File: src/rtl/if_fetch_unit.sv
// Instruction fetch stage: single-outstanding imem requester feeding the IF/ID register.
// Responses that cannot enter IF/ID park in a hold buffer; redirected requests are drained.
module if_fetch_unit (
  input  logic        clk,
  input  logic        reset,
  input  logic        branch_taken,
  input  logic [9:0]  branch_address,
  input  logic        jump,
  input  logic [9:0]  jump_address,
  input  logic        Data_Hazard,
  input  logic        IF_Flush,
  output logic        imem_req,
  output logic [9:0]  imem_addr,
  input  logic        imem_ready,
  input  logic [31:0] imem_rdata,
  output logic [9:0]  if_id_pc_plus4,
  output logic [31:0] if_id_instr,
  output logic        if_id_valid
);

  localparam int unsigned AW = 10;
  localparam int unsigned DW = 32;

  typedef enum logic [1:0] {
    S_FETCH = 2'd0,
    S_HOLD  = 2'd1,
    S_DRAIN = 2'd2
  } state_t;

  typedef struct packed {
    logic [AW-1:0] pc_plus4;
    logic [DW-1:0] instr;
    logic          valid;
  } ifid_t;

  localparam ifid_t BUBBLE = '{pc_plus4: '0, instr: '0, valid: 1'b0};

  state_t        r_state;
  logic [AW-1:0] r_pc;
  logic [AW-1:0] r_drain;
  ifid_t         r_hold;
  ifid_t         r_ifid;
  logic          r_active;

  state_t        w_state;
  logic [AW-1:0] w_pc;
  logic [AW-1:0] w_drain;
  ifid_t         w_hold;
  ifid_t         w_ifid;

  logic          w_redirect;
  logic [AW-1:0] w_target;
  logic [AW-1:0] w_pc_plus4;
  logic          w_req;
  logic          w_ready;
  logic          w_advance;

  // Request decode; r_active keeps imem_req low until the cycle after reset releases.
  always_comb begin
    w_req     = r_active && (r_state != S_HOLD);
    imem_req  = w_req;
    imem_addr = (r_state == S_DRAIN) ? r_drain : r_pc;
  end

  assign w_redirect = jump | branch_taken;
  assign w_target   = jump ? {jump_address[AW-1:2], 2'b00} : {branch_address[AW-1:2], 2'b00};
  assign w_pc_plus4 = r_pc + AW'(4);
  assign w_ready    = imem_ready & w_req;
  assign w_advance  = Data_Hazard & ~IF_Flush;

  // Next-state, pc, hold buffer and IF/ID selection.
  always_comb begin
    w_state = r_state;
    w_pc    = r_pc;
    w_drain = r_drain;
    w_hold  = r_hold;
    w_ifid  = Data_Hazard ? BUBBLE : r_ifid;

    case (r_state)
      S_FETCH: begin
        if (w_redirect) begin
          w_pc = w_target;
          if (w_req && !w_ready) begin
            w_drain = r_pc;
            w_state = S_DRAIN;
          end
        end else if (w_ready) begin
          w_pc = w_pc_plus4;
          if (w_advance) begin
            w_ifid = '{pc_plus4: w_pc_plus4, instr: imem_rdata, valid: 1'b1};
          end else begin
            w_hold  = '{pc_plus4: w_pc_plus4, instr: imem_rdata, valid: 1'b1};
            w_state = S_HOLD;
          end
        end
      end
      S_HOLD: begin
        if (w_redirect) begin
          w_pc    = w_target;
          w_hold  = BUBBLE;
          w_state = S_FETCH;
        end else if (w_advance) begin
          w_ifid  = r_hold;
          w_hold  = BUBBLE;
          w_state = S_FETCH;
        end
      end
      S_DRAIN: begin
        if (w_redirect) begin
          w_pc = w_target;
        end
        if (w_ready) begin
          w_state = S_FETCH;
        end
      end
      default: begin
        w_state = S_FETCH;
      end
    endcase

    // Redirect and flush always squash IF/ID, whatever the stall state.
    if (w_redirect || IF_Flush) begin
      w_ifid = BUBBLE;
    end
  end

  always_ff @(posedge clk) begin
    if (!reset) begin
      r_state  <= S_FETCH;
      r_pc     <= '0;
      r_drain  <= '0;
      r_hold   <= BUBBLE;
      r_ifid   <= BUBBLE;
      r_active <= 1'b0;
    end else begin
      r_state  <= w_state;
      r_pc     <= w_pc;
      r_drain  <= w_drain;
      r_hold   <= w_hold;
      r_ifid   <= w_ifid;
      r_active <= 1'b1;
    end
  end

  assign if_id_pc_plus4 = r_ifid.pc_plus4;
  assign if_id_instr    = r_ifid.instr;
  assign if_id_valid    = r_ifid.valid;

endmodule

File: config.mk
export PLATFORM = sky130hd
export DESIGN_NAME = if_fetch_unit
export DESIGN_NICKNAME = d
export VERILOG_FILES = /design/src/rtl/if_fetch_unit.sv
export SDC_FILE = /design/constraint.sdc
export NUM_CORES = 1
export LEC_CHECK = 0
export ABC_AREA = 1
export CORE_UTILIZATION = 54
export DETAILED_ROUTE_END_ITERATION = 12
export HOLD_SLACK_MARGIN = 0.08
export PLACE_DENSITY = 0.88
export SLEW_MARGIN = 25
export SYNTH_ARGS = -nofsm -noshare
export SYNTH_HDL_FRONTEND = slang
export SYNTH_SLANG_ARGS = --single-unit
File: constraint.sdc
create_clock -name clk -period 2.3 [get_ports clk]
set_input_delay 0.23 -clock clk [delete_from_list [all_inputs] [get_ports clk]]
set_output_delay 0.23 -clock clk [all_outputs]
set_load 0.005 [all_outputs]
=== Yosys cells after proc, flatten, opt, wreduce, memory -nomap -nowiden ===
Cells that the tools add are included.

* Register bits: 109
* Input bits: 59
* Word-level logic and storage cells: 69

* $add $sub $neg: 1
* Eq/ne operators: 12
* Mux-type cells: 28
* Bitwise gates (word level): 5
* Reductions and logical operators: 13

{| class="wikitable"
|+ Operator list
! kind !! number
|-
| $mux W43 || 11
|-
| $pmux W43 S2 || 2
|-
| $mux W10 || 5
|-
| $pmux W10 S2 || 1
|-
| $mux W2 || 7
|-
| $ne A3 B3 Y1 const B || 4
|-
| $add A10 B3 Y10 const B || 1
|-
| $reduce_and A5 Y1 || 2
|-
| $ne A2 B2 Y1 const B || 4
|-
| $pmux W2 S3 || 1
|-
| $reduce_and A3 Y1 || 2
|-
| $ne A2 B1 Y1 const B || 2
|-
| $reduce_bool A2 Y1 || 2
|-
| $reduce_or A2 Y1 || 2
|-
| $and A1 B1 Y1 || 2
|-
| $eq A2 B1 Y1 const B || 1
|-
| $eq A2 B2 Y1 const B || 1
|-
| $logic_and A1 B1 Y1 || 2
|-
| $logic_not A2 Y1 || 1
|-
| $not A1 Y1 || 2
|-
| $logic_not A1 Y1 || 1
|-
| $logic_or A1 B1 Y1 || 1
|-
| $mux W1 || 1
|-
| $or A1 B1 Y1 || 1
|}

=== Logic depth before layout (Yosys ltp) ===
Gate-level depths: netlist of the first run.

* Depth in word-level cells: 8
* Depth in mapped cells: 11
* Gate-level depth less buffers: 10

=== Worst setup path before layout of the first run ===
No wires, ideal clock.

* Path kind: reg2reg
* From: register r_state[1]
* To: register r_ifid, in the netlist if_id_instr[26]
* Library setup time: 0.074 ns
* Data arrival time: 1.482 ns
* Data required time: 2.226 ns
* Path slack: 0.743 ns
* Stages on the path, launching flop included: 12
* Clock period less this slack: 1.557 ns
* Path through: dfxtp_1 inv_1 ha_1 inv_2 nand3_4 inv_2 nand2_1 nor2_2 buf_4 buf_6 nand2_1 a31oi_1

* Longest elaborated chain between the ends: 6

{| class="wikitable"
|+ RTL lines
! what !! RTL line !! RTL
|-
| start: declaration || 38 || <nowiki>state_t r_state;</nowiki>
|-
| start signal: assignment || 136 || <nowiki>r_state <= w_state;</nowiki>
|-
| $ne A2 B1 Y1 || 60 || <nowiki>w_req = r_active && (r_state != S_HOLD);</nowiki>
|-
| $logic_and A1 B1 Y1 || 60 ||
|-
| $and A1 B1 Y1 || 68 || <nowiki>assign w_ready = imem_ready & w_req;</nowiki>
|-
| $mux W43 || 87 || <nowiki>end else if (w_ready) begin</nowiki>
|-
| $mux W43 || 81 || <nowiki>if (w_redirect) begin</nowiki>
|-
| $pmux W43 S2 * || 79 || <nowiki>case (r_state)</nowiki>
|-
| end signal: assignment || 140 || <nowiki>r_ifid <= w_ifid;</nowiki>
|-
| end: declaration || 42 || <nowiki>ifid_t r_ifid;</nowiki>
|}

Mark *: on every way between the ends. The rest lies on a longest branch, timed or not.
A chain may end at the register's enable or synchronous reset.

=== Worst setup path after layout of the first run ===
* From: register r_state[0]
* To: output port imem_addr[7]

* Longest elaborated chain between the ends: 2

{| class="wikitable"
|+ RTL lines
! what !! RTL line !! RTL
|-
| $eq A2 B2 Y1 || 62 || <nowiki>imem_addr = (r_state == S_DRAIN) ? r_drain : r_pc;</nowiki>
|-
| $mux W10 || 62 ||
|-
| end: declaration || 13 || <nowiki>output logic [9:0] imem_addr,</nowiki>
|}

Every way passes these cells.

==> results of run 1 <==
[how the worst max path moves through the flow]
stage	end	slack, ns	cells after the start
2_1_floorplan	if_id_instr[26]	0.74	11
3_3_place_gp	r_hold[31]	0.23	9
3_5_place_dp	r_hold[18]	0.17	9
4_1_cts	imem_req	0.03	6
5_1_grt	imem_addr[3]	0.06	5
6_report	imem_addr[7]	0.13	4
[metal layers]
layer / share of wire / wire length, um / track usage
met1: 0.42 / 5410 / 0.342
met2: 0.49 / 6290 / 0.498
met3: 0.061 / 782 / 0.0316
met4: 0.021 / 269 / 0.111
met5: 0 / 0 / 0
[cells in the mapped netlist (6+ instances only)]
library cell    n  area share
nand3_1        15       0.016
nand3b_1       28       0.044
nor2_1         29       0.023
buf_4          10       0.016
inv_2           6      0.0047
nand2_1       269        0.21
a21oi_1        62       0.065
nor2_2          6      0.0079
inv_1          25       0.020
clkbuf_1       15       0.012
dfxtp_1       104        0.44
buf_2          14       0.015
a31oi_1        37       0.049
o21ai_0        25       0.026
[placed cells by master (no fill, tap or decap), drive strengths merged, types with 6 or more instances in the layout]
cell           synthesis  final
a21oi                 62     62
a31oi                 37     37
buf                   26     14
clkbuf                15      9
clkdlybuf4s50          0    106
clkinv                 2      6
dfxtp                104    104
inv                   32     33
nand2                274    274
nand3                 16     16
nand3b                28     28
nor2                  37     37
o21ai                 26     26
[metrics by stage]
| step | hold slack (ns) | area (um^2) |
|---|---|---|
| 2_1_floorplan | 0.258 | 4770 |
| 3_3_place_gp | 0.429 | 5870 |
| 3_5_place_dp | 0.447 | 5870 |
| 4_1_cts | 0.452 | 6080 |
| 5_1_grt | 0.461 | 6080 |
| 6_report | 0.453 | 6080 |
[layout make-up]
class | instances | area [um^2] | area share
clock inverters | 7 | 80.1 | 0.0132
repair buffers | 120 | 1190 | 0.196
inverters | 34 | 138 | 0.0226
clock buffers | 9 | 124 | 0.0204
well taps | 105 | 131 | 0.0216
multi-input cells | 495 | 2340 | 0.384
flip-flops and latches | 104 | 2080 | 0.342
[worst max-delay path, stage by stage (launching register included)]
cell and delay (ns):
dfxtp_1 0.38, inv_1 0.09, ha_2 0.29, o21ai_0 0.25
clkdlybuf4s50_1 0.56
[power by group]
group          switching, mW  internal (mW)  total, mW  leakage, nW
registers              0.178           2.07       2.24        0.844
clock network          0.651          0.517       1.17        0.102
logic                   1.38          0.775       2.15         1.28
[registers in the layout, summed over array words and instances, names as in the netlist]
signal and cells:
if_id_pc_plus4 10, r_pc 8, if_id_valid 1, r_drain 8
if_id_instr 32, r_active 1, r_state 2, r_hold 42
[cells by family after synthesis]
family                   count (synthesis)  share of synthesized area
AO/OA/AOI/OAI                          128                      0.148
adder cells (fa/ha/maj)                  4                     0.0105
buffers and inverters                   75                     0.0748
flip-flops                             104                      0.437
other                                    1                   0.000787
AND/OR/NAND/NOR                        361                      0.329
[what timing repair did]
action / CTS / global route
hold buffers: 0 / 0
buffers inserted: 0 / 0
setup endpoints to repair: 2 / 1
resized for setup: 2 / 2
==> impl_metrics.yaml, run 1 <==
routing:
  via_per_inst: 5.51
  drc: 0
  wl_per_cell_um: 14.6
  vias: 4813
  drt_pass1_iterations: 5
  ant_nets: 0
  wl_um: 12800
  drtIter0Drc: 373
timing:
  slew_violations: 0
  worst_slew_pin_slew_ns: 0.549
  fin_crit_ns: 2.17
  post-route-period-util: 0.942
  setup_slack_ns: 0.133
  tns_ns: 0
  setup_viol: 0
  fmaxAchievable_ghz: 0.461
  maxSlewHeadroom: 0.634
  hold_violations: 0
  finClkSkew_ns: 0.0125
  rsz0062_at_grt: "false"
die:
  start_util: 0.569
  chipHeight_um: 95.9
  rows: 33
  dieWidth_um: 95.9
  ios: 113
  coreArea_um2: 8380
  die-area_um2: 9210
clock_tree:
  clock_latency_ns: 0.37
  clockBufferDepth: 2
  cts_made_buffers: 9
  clkTransAtPathRegs_ns: 0.11
  cts_root_buf: "clkbuf_8"
  cts.htree.levels: 3
  cts_sinks: 104
  cts_tree: "yes"
critical_path:
  crit_start: "r_state[0]"
  r2r_cells: 9
  critPathLaunchType: "register"
  cp-end-kind: "output pin"
  cp.arrival_ns: 1.94
  rrSetupSlack_ns: 0.26
  crit_path_max_fanout: 17
  rr_endpoint: "r_hold[18]"
  worstReg2RegStart: "r_state[1]"
  path_class: "register to output pin"
  required_ns: 2.07
finish:
  n_antenna_cell: 0
  drive_gt1_frac: 0.0754
  fin_cells: 874
  finalNetCount: 827
  fillers: 666
  finish.utilization: 0.726
  syn2layout_area_growth_pct: 27.6
grt:
  grt_max_degree: 45
  antenna_found_initial: 0
  grt_pass1_vias: 4420
  gr-total-overflow: 0
  grt_use_total: 0.279
  grt_pass1_wl_um: 20000
worst_hold_path:
  hold_path_depth: 3
  hold_start: "imem_rdata[2]"
  hold_end: "if_id_instr[2]"
  hold_path_class: "input pin to register"
status:
  status: "complete, no violations"
placed_design:
  dp_hpwl_um: 8540
  gp_congestion: 0.841
  io_buffers: 106
  dp_slack_ns: 0.165
  placedCellCount: 858
synthesis:
  async_flop_share: 0
  synth_seq_area_share: 0.437
  syn_area_per_cell_um2: 7.08
  ys.flop_type: "dfxtp_1"
  netlist_area_um2: 4770
  synth_edf_count: 0
  synth-seq-cells: 104
  yosysWarnings: 0
  synthCells: 673
  synth_cell_types: 29
power_and_ir_drop:
  irDropWorstVdd_uv: 551
  power_density_nw_per_um2: 915
  total_power_mw: 5.56
  leakage_nw: 2.22
run:
  max_cap_viol_count: 0
No activity file was read; power rests on OpenSTA's default activity.
==> inputs of run 2 (changes only) <==
--- a/config.mk
+++ b/config.mk
@@ -6,6 +6,7 @@
 export NUM_CORES = 1
 export LEC_CHECK = 0
 export ABC_AREA = 1
+export CORE_ASPECT_RATIO = 0.75
 export CORE_UTILIZATION = 54
 export DETAILED_ROUTE_END_ITERATION = 12
 export HOLD_SLACK_MARGIN = 0.08
==> run 2 against run 1 <==
Effect of this change:
- worst setup slack lost 0.0012 ns
- utilization grew 0.76 points
- first-iteration DRC count grew 18%
- clock skew shrank 0.0063 ns
- combinational power grew 4%
- worst hold slack gained 0.0083 ns
- critical endpoint is now imem_req
- largest cell class unchanged
==> impl_metrics.yaml, run 2 (synthesized netlist as in run 1, its figures left out) <==
grt:
  grt_max_degree: 45
  grt_pass1_vias: 4782
  grt_pass1_wl_um: 22300
  antenna_found_initial: 0
  grt_use_total: 0.295
  gr-total-overflow: 0
clock_tree:
  clkTransAtPathRegs_ns: 0.07
  cts_made_buffers: 9
  cts_tree: "yes"
  cts.htree.levels: 3
  cts_sinks: 104
  cts_setup_buffers: 0
  clock_latency_ns: 0.34
  holdBufCountCts: 0
  cts_root_buf: "clkbuf_16"
  clockBufferDepth: 2
placed_design:
  gp_congestion: 0.878
  dp_hpwl_um: 8950
  io_buffers: 106
critical_path:
  slowest_delay_ns: 0.49
  cp.arrival_ns: 1.94
  crit_path_max_fanout: 13
  crit_chain: "inv_1 -> ha_2 -> inv_2 -> buf_6 -> nand2_1 -> inv_1 -> clkdlybuf4s50_1"
  critPathLaunchType: "register"
  crit_top_cell: "inv_1"
  required_ns: 2.07
  path_class: "register to output pin"
  cp-end-kind: "output pin"
  slowest_stage: "clkdlybuf4s50_1"
power_and_ir_drop:
  power_density_nw_per_um2: 971
  irDropWorstVdd_uv: 505
  leakage_nw: 2.28
finish:
  finish.utilization: 0.733
  regMostFlops: "r_hold"
  drive_gt1_frac: 0.0778
  final_common_cell: "nand2_1"
  syn2layout_area_growth_pct: 30.6
  largest_reg_flops: 42
  final_cell_mix: "nand2_1 (269), clkdlybuf4s50_1 (106), dfxtp_1 (104), a21oi_1 (62), a31oi_1 (37)"
  n_antenna_cell: 0
  finalNetCount: 830
run:
  max_cap_viol_count: 0
worst_hold_path:
  hold_path_class: "register to register"
die:
  die-area_um2: 9210
  chipHeight_um: 83.4
  ios: 113
  start_util: 0.561
  coreArea_um2: 8490
  rows: 29
  dieWidth_um: 110
timing:
  setup_viol: 0
  post-route-period-util: 0.943
  hold_ws_ns: 0.462
  rsz0062_at_grt: "false"
  worst_slew_pin_slew_ns: 0.515
  hold_violations: 0
  fmaxAchievable_ghz: 0.461
  maxSlewHeadroom: 0.657
  tns_ns: 0
  fin_crit_ns: 2.17
  finClkSkew_ns: 0.00620
  slew_violations: 0
routing:
  wl_per_cell_um: 15.2
  drc: 0
  via_per_inst: 5.59
  ant_nets: 0
  wl_um: 13400
  vias: 4915
  drtIter0Drc: 439
  drt_pass1_iterations: 5
status:
  status: "complete, no violations"
[run 2: changes by cell type in the layout (fill, tap and decap cells not counted), sizes merged]
cell,previous run,this run
buf,14,17
clkinv,6,3
inv,33,35
[run 2: final timing paths]
kind	cells after the start	startpoint	endpoint	slack [ns]
worst max-delay path	7	r_state[1]	imem_req	0.13
worst min-delay path	2	r_hold[10]	r_hold[10]	0.46
worst max register to register	9	r_state[0]	r_hold[15]	0.32
worst min register to register	2	r_hold[10]	r_hold[10]	0.46
[run 2: routing by layer]
layer | GRT usage | share of wire | vias to the layer above
li1 | - | - | 2367
met1 | 0.378 | 0.43 | 2318
met2 | 0.498 | 0.48 | 216
met3 | 0.0686 | 0.078 | 14
met4 | 0.0848 | 0.0093 | 0
met5 | 0 | 0 | -
[run 2: repair_timing]
| action | CTS | global route |
|---|---|---|
| setup endpoints to repair | 1 | 8 |
| hold endpoints to repair | 0 | 0 |
| pin swaps | 0 | 0 |
| resized for setup | 1 | 2 |
[run 2: layout make-up]
cell class / count / area (um^2)
tap: 108 / 135
fill: 674 / 2260
multi-input combinational: 495 / 2350
inverter: 34 / 133
clock inverter: 6 / 75.1
clock buffer: 9 / 225
timing repair buffer: 123 / 1230
sequential: 104 / 2080
[run 2: per-stage QoR]
step | area, um^2 | setup slack, ns | std cells | total power, mW
after detailed placement | 5920 | 0.271 | 864 | 4.45
after CTS | 6220 | 0.0262 | 879 | 6.01
after floorplan | 4770 | 0.743 | 674 | 3.74
final | 6230 | 0.132 | 879 | 6.05
after global placement | 5920 | 0.362 | 864 | 4.36
after global routing | 6230 | 0.0406 | 879 | 6.40
[run 2: critical path: cells and delay by family, from the launching register on]
| family | cells | cell delay [ns] |
|---|---|---|
| buffers and inverters | 5 | 0.92 |
| AND/OR/NAND/NOR | 1 | 0.07 |
| adder cells (fa/ha/maj) | 1 | 0.24 |
| flip-flops | 1 | 0.36 |
[run 2: report_power, final]
| part | internal, mW | switching, mW |
|---|---|---|
| sequential | 2.07 | 0.181 |
| combinational | 0.836 | 1.40 |
| clock | 0.856 | 0.704 |
